===== src/rtl/tri_bus_receiver.sv =====
// Receiver for the shared single-wire tri-state link.
// Deserializes one start-framed word, then drives an active-low ACK.
module tri_bus_receiver #(
    parameter int DATA_W     = 8,
    parameter int BIT_CYCLES = 4
) (
    input  logic              clk,
    input  logic              rst_n,
    input  logic              bus_in,
    output logic              bus_out,
    output logic              bus_oe,
    output logic [DATA_W-1:0] data_out,
    output logic              data_valid,
    output logic              frame_err,
    output logic              busy
);

    localparam int CW = (BIT_CYCLES > 1) ? $clog2(BIT_CYCLES) : 1;
    localparam int IW = $clog2(DATA_W + 1);
    localparam logic [CW-1:0] HALF = CW'(BIT_CYCLES / 2 - 1);
    localparam logic [CW-1:0] FULL = CW'(BIT_CYCLES - 1);
    localparam logic [IW-1:0] LAST = IW'(DATA_W - 1);

    typedef enum logic [2:0] {
        IDLE,
        START,
        DATA,
        STOP,
        TURN,
        ACK
    } state_t;

    state_t            state;
    state_t            next_state;
    logic              sync1;
    logic              s;
    logic              s_d;
    logic [CW-1:0]     cnt;
    logic [IW-1:0]     idx;
    logic [DATA_W-1:0] shreg;
    logic [DATA_W:0]   sh_next;
    logic              cnt_zero;

    assign cnt_zero = (cnt == '0);
    assign sh_next  = {s, shreg};

    // Two-flop synchronizer plus one delay stage for edge detection.
    always_ff @(posedge clk) begin
        if (!rst_n) begin
            sync1 <= 1'b1;
            s     <= 1'b1;
            s_d   <= 1'b1;
        end else begin
            sync1 <= bus_in;
            s     <= sync1;
            s_d   <= s;
        end
    end

    // State register.
    always_ff @(posedge clk) begin
        if (!rst_n) begin
            state <= IDLE;
        end else begin
            state <= next_state;
        end
    end

    // Next-state logic; only a true 1->0 edge leaves IDLE.
    always_comb begin
        next_state = state;
        unique case (state)
            IDLE: begin
                if (s_d && !s) next_state = START;
            end
            START: begin
                if (cnt_zero) next_state = s ? IDLE : DATA;
            end
            DATA: begin
                if (cnt_zero && idx == LAST) next_state = STOP;
            end
            STOP: begin
                if (cnt_zero) next_state = s ? TURN : IDLE;
            end
            TURN: begin
                if (cnt_zero) next_state = ACK;
            end
            ACK: begin
                if (cnt_zero) next_state = IDLE;
            end
            default: next_state = IDLE;
        endcase
    end

    // Bit timing, shift register and registered outputs.
    always_ff @(posedge clk) begin
        if (!rst_n) begin
            cnt        <= '0;
            idx        <= '0;
            shreg      <= '0;
            data_out   <= '0;
            data_valid <= 1'b0;
            frame_err  <= 1'b0;
            bus_oe     <= 1'b0;
        end else begin
            data_valid <= 1'b0;
            frame_err  <= 1'b0;
            bus_oe     <= (next_state == ACK);
            if (state != next_state) begin
                unique case (next_state)
                    START:   cnt <= HALF;
                    IDLE:    cnt <= '0;
                    default: cnt <= FULL;
                endcase
            end else if (state == DATA && cnt_zero) begin
                cnt <= FULL;
            end else if (!cnt_zero) begin
                cnt <= cnt - 1'b1;
            end
            if (state == START) begin
                idx <= '0;
            end
            if (state == DATA && cnt_zero) begin
                shreg <= sh_next[DATA_W:1];
                idx   <= idx + 1'b1;
            end
            if (state == STOP && cnt_zero) begin
                if (s) begin
                    data_out   <= shreg;
                    data_valid <= 1'b1;
                end else begin
                    frame_err  <= 1'b1;
                end
            end
        end
    end

    // Combinational outputs.
    always_comb begin
        busy    = (state != IDLE);
        bus_out = 1'b0;
    end

endmodule


===== config.mk =====
export PLATFORM = sky130hd
export DESIGN_NAME = tri_bus_receiver
export DESIGN_NICKNAME = d
export VERILOG_FILES = /design/src/rtl/tri_bus_receiver.sv
export SDC_FILE = /design/constraint.sdc
export NUM_CORES = 1
export LEC_CHECK = 0
export ABC_CLOCK_PERIOD_IN_PS = 2450
export CORE_ASPECT_RATIO = 1.5
export CORE_MARGIN = 2
export CORE_UTILIZATION = 53
export DETAILED_ROUTE_END_ITERATION = 8
export GPL_ROUTABILITY_DRIVEN = 0
export PLACE_DENSITY = 0.75
export SYNTH_ARGS = -nofsm -noshare
export SYNTH_HDL_FRONTEND = slang
export SYNTH_SLANG_ARGS = --single-unit

===== constraint.sdc =====
create_clock -name clk -period 2.45 [get_ports clk]
set_input_delay 0.49 -clock clk [delete_from_list [all_inputs] [get_ports clk]]
set_output_delay 0.49 -clock clk [all_outputs]
set_load 0.03 [all_outputs]

# Word-level counts from Yosys, hierarchy flattened
# Index checks and enable logic that the tools add are counted.
[word_totals]
wordCells = 52
inputBits = 3
regBits = 31
out_inout_bits = 13
[op_classes]
muxes = 17
n_eq_ne = 10
addsub = 2
n_reduce_logical = 12
[op_table]
columns = ["op", "count"]
rows = [
  ["3-bit 2-to-1 mux", 7],
  ["3-bit case mux with 6 select lines", 1],
  ["3-bit equality test, second input constant", 3],
  ["2-bit 2-to-1 mux", 4],
  ["4-bit 2-to-1 mux", 2],
  ["3-bit by 1-bit equality test with 1-bit output, second input constant", 2],
  ["3-bit by 2-bit equality test with 1-bit output, second input constant", 2],
  ["3-bit zero test", 2],
  ["4-bit by 1-bit adder with 4-bit output, second input constant", 1],
  ["4-bit by 3-bit equality test with 1-bit output, second input constant", 1],
  ["1-bit logical AND", 4],
  ["2-bit case mux with 2 select lines", 1],
  ["2-bit AND reduction", 2],
  ["3-bit by 1-bit != test with 1-bit output, second input constant", 1],
  ["3-bit != test", 1],
  ["3-bit nonzero test", 1],
  ["2-bit zero test", 1],
  ["1-bit 2-to-1 mux", 2],
  ["2-bit nonzero test", 1],
  ["2-bit by 1-bit subtractor with 2-bit output, second input constant", 1],
  ["1-bit zero test", 1],
]

# Logic depth before layout (Yosys ltp)
[depth]
depth_word = 7
depth_mapped = 9
ltp_nobuf = 7

# Worst setup path before layout
# OpenSTA, ideal clock, no wires.
[synth_path]
path_type = "reg2reg"
from = "register cnt[0]"
to = "register cnt[0]"
t_required_ns = 2.355
period_less_slack_ns = 1.730
path_buffers = 1
stages_incl_launch_ff = 9
slack_ns = 0.720
setup_time_ns = 0.095
t_arrival_ns = 1.634
cell_sequence = "dfxtp_1 inv_1 ha_1 buf_4 xnor2_1 o21ai_0 o31ai_4 mux2i_1 a221oi_1"
[synth_via]
elab_chain_cells = 7
word_cells_on_any_way = 18
cone_classes = "1 x add/sub; 3 x eq/ne; 10 x mux; 4 x reduce/logical"
[synth_rtl]
columns = ["element", "line", "text"]
rows = [
  ["start: declaration", "38", "logic [CW-1:0] cnt;"],
  ["start signal: assignment", "118", "cnt <= cnt - 1'b1;"],
  ["2-bit zero test", "44", "assign cnt_zero = (cnt == '0);"],
  ["1-bit logical AND", "80", "if (cnt_zero && idx == LAST) next_state = STOP;"],
  ["3-bit 2-to-1 mux", "80", ""],
  ["3-bit case mux with 6 select lines", "72", "unique case (state)"],
  ["3-bit by 1-bit equality test with 1-bit output / 3-bit zero test (equally long branches)", "110", "unique case (next_state)"],
  ["2-bit case mux with 2 select lines", "110", ""],
  ["2-bit 2-to-1 mux", "109", "if (state != next_state) begin"],
]
# Parallel ways exist; a longest one is shown, timed or not. The select of a mux whose other input is x is not followed.
# A chain may end at the register's enable or synchronous reset.

# Final worst setup path
[layout_path]
from = "register state[0]"
to = "output port busy"
[layout_via]
elab_chain_cells = 1
[layout_rtl]
columns = ["element", "line", "text"]
rows = [
  ["start: declaration", "33", "state_t state;"],
  ["start signal: assignment", "65", "state <= next_state;"],
  ["3-bit nonzero test", "140", "busy = (state != IDLE);"],
  ["end: declaration", "15", "output logic busy"],
]
# Every way passes these cells.

==> results_dict.tcl <==
set metrics [dict create \
    fmax_mhz 437 \
    vias 1056 \
    period_share_pct 93.5 \
    worstSetupPathType "flop to output port" \
    die-area_um2 2930 \
    synth_top_area_share_pct 46.7 \
    drt_iter0_drc 14 \
    core_area_um2 2420 \
    postRouteAntennaNets 0 \
    cp.arrival_ps 1800 \
    cp_data_required_time_ps 1960 \
    hold_start "sync1" \
    min_period_ps 2290 \
    grt_antenna_before_repair 0 \
    final_nets 171 \
    cts_buffers 5 \
    cts_resized 0 \
    yosysWarnings 0 \
    insertedDiodeCount 0 \
    cts_max_level 2 \
    synth_edf_count 0 \
    postCtsHoldBufs 0 \
    first_pass_iters 4 \
    drive_gt1_share_pct 9.64 \
    yosysUniqueCellTypes 33 \
    die_w_um 44.9 \
    avgSynthCellArea_um2 8.74 \
    clock_path_buffers 2 \
    yosysMostFrequentCell "dfxtp_1" \
    slew_violations 0 \
    numClockSinks 31 \
    yosys_register_bits 31 \
    p_leak_nw 0.552 \
    setup_viol 0 \
    hpwlAfterDp_mm 1.75 \
    die_h_um 65.3 \
    drc 0 \
    fin_skew_ps 14.1 \
    reg2reg_from "cnt[0]" \
    cp-start-kind "flop" \
    grt_start_max_net_pins 17 \
    crit_fanout 16 \
    min_path_type "flop to flop" \
    synthesis.area_um2 1330 \
    final_cells 190 \
    critPathLaunch "state[0]" \
    cts_tree "built" \
    tightest_slew_ps 509 \
    ir_drop_mv 0.462 \
    vias_per_cell 5.56 \
    grt_pass1_vias 1007 \
    clk_latency_ps 330 \
    rsz0062_at_grt "false" \
    synth_ff_type "dfxtp_1" \
    finalWirelength_mm 2.50 \
    syn_inst 152 \
    maxCapViolations 0 \
    wl_per_cell_um 13.2 \
    start_util_pct 54.9 \
    overflow 0 \
    n_fill_cell 222 \
    outcome "complete, no violations" \
    postCtsSetupBuffers 0 \
    fin_setup_tns_ps 0 \
    grt_pass1_wl_mm 4.30 \
    cp-end-kind "output port" \
    place_inst 183 \
    synth-async-reset-ratio_pct 0 \
    cts_root_buf "clkbuf_4" \
    port_buffers 14 \
    final-hold-violation-count 0 \
    syn_nets 157 \
    grt_use_total_pct 20.4 \
    areaGrowthSynthToFinish_pct 14.8 \
    ios 16 \
    synthTopCellsByArea "dfxtp_1 47%, mux2i_1 8.3%, a21oi_1 6.8%" \
    p_per_area_nw_per_um2 653 \
    synth_top_area_cell "dfxtp_1" \
    relSlewSlack_pct 65.6 \
    netlist_top_cells_count "31 x dfxtp_1, 21 x nand2_1, 18 x a21oi_1" \
    cts.clk_slew.worst_paths_ps 90 \
    num_rows 22 \
    yosysSeqAreaShare_pct 46.7 \
]
stage by stage:
step	cell area (um^2)	power [mW]	utilization [%]	worst slack, ps	hold slack, ps
2_1_floorplan	1330	0.687	-	720	386
5_1_grt	1530	1.05	63.0	71.8	450
4_1_cts	1530	1.01	63.0	158	425
3_5_place_dp	1470	0.716	60.6	517	401
3_3_place_gp	1470	0.705	60.6	549	391
6_report	1530	0.997	63.0	159	419
kinds of logic (layout without fill, tap and decap cells):
logic type	after synthesis	in the layout	synth area share [%]
AO/OA/AOI/OAI	31	31	14.5
adder cells (fa/ha/maj)	2	2	1.88
XOR/XNOR	2	2	1.32
flip-flops	31	31	46.7
buffers and inverters	14	28	5.08
multiplexers	11	11	8.29
AND/OR/NAND/NOR	60	60	21.9
other	1	1	0.282
metal layers:
| metal | global-route usage [%] | share of wire [%] | wire (um) |
|---|---|---|---|
| met2 | 35.5 | 52 | 1290 |
| met4 | 8.82 | 2.0 | 51 |
| met1 | 21.0 | 42 | 1060 |
| met5 | 0 | 0 | 0 |
| met3 | 7.69 | 3.6 | 91 |
power by group:
group          switching (mW)  internal, mW  leakage [nW]  total [mW]
clock                   0.158         0.133        0.0341       0.291
sequential             0.0149         0.520         0.251       0.535
combinational          0.0992        0.0716         0.267       0.171
state kept, by name, summed over array words and instances (netlist names):
register,flops
data_out,8
shreg,8
idx,4
state,3
cnt,2
bus_oe,1
data_valid,1
frame_err,1
s,1
s_d,1
sync1,1
layout make-up:
type,instances,area [um^2],share of cell area (%)
multi-input combinational,107,641,42.0
inverter,4,15.0,0.984
tap,24,30.0,1.97
timing repair buffer,17,163,10.7
clock inverter,1,5.00,0.328
clock buffer,6,51.3,3.36
sequential,31,621,40.7
critical path: stages, from the launching register on:
cell and delay (ps):
dfxtp_1 640, or3_1 180, clkdlybuf4s50_1 660
cell usage in the layout (no fill, tap or decap), types with 3 or more instances in the layout:
cell type,instances
a21oi_1,18
buf_4,3
clkbuf_4,5
clkdlybuf4s50_1,14
dfxtp_1,31
mux2i_1,11
nand2_1,21
nand2b_1,6
nor2_1,17
nor3_1,5
o21ai_0,5
final timing paths:
path	endpoint	slack, ps	cells after the start
worst min-delay path	s	420	1
worst max-delay path	busy	160	2
worst min register to register	s	420	1
worst max register to register	cnt[1]	510	7
Note: power is estimated with default switching activity, not from simulation.
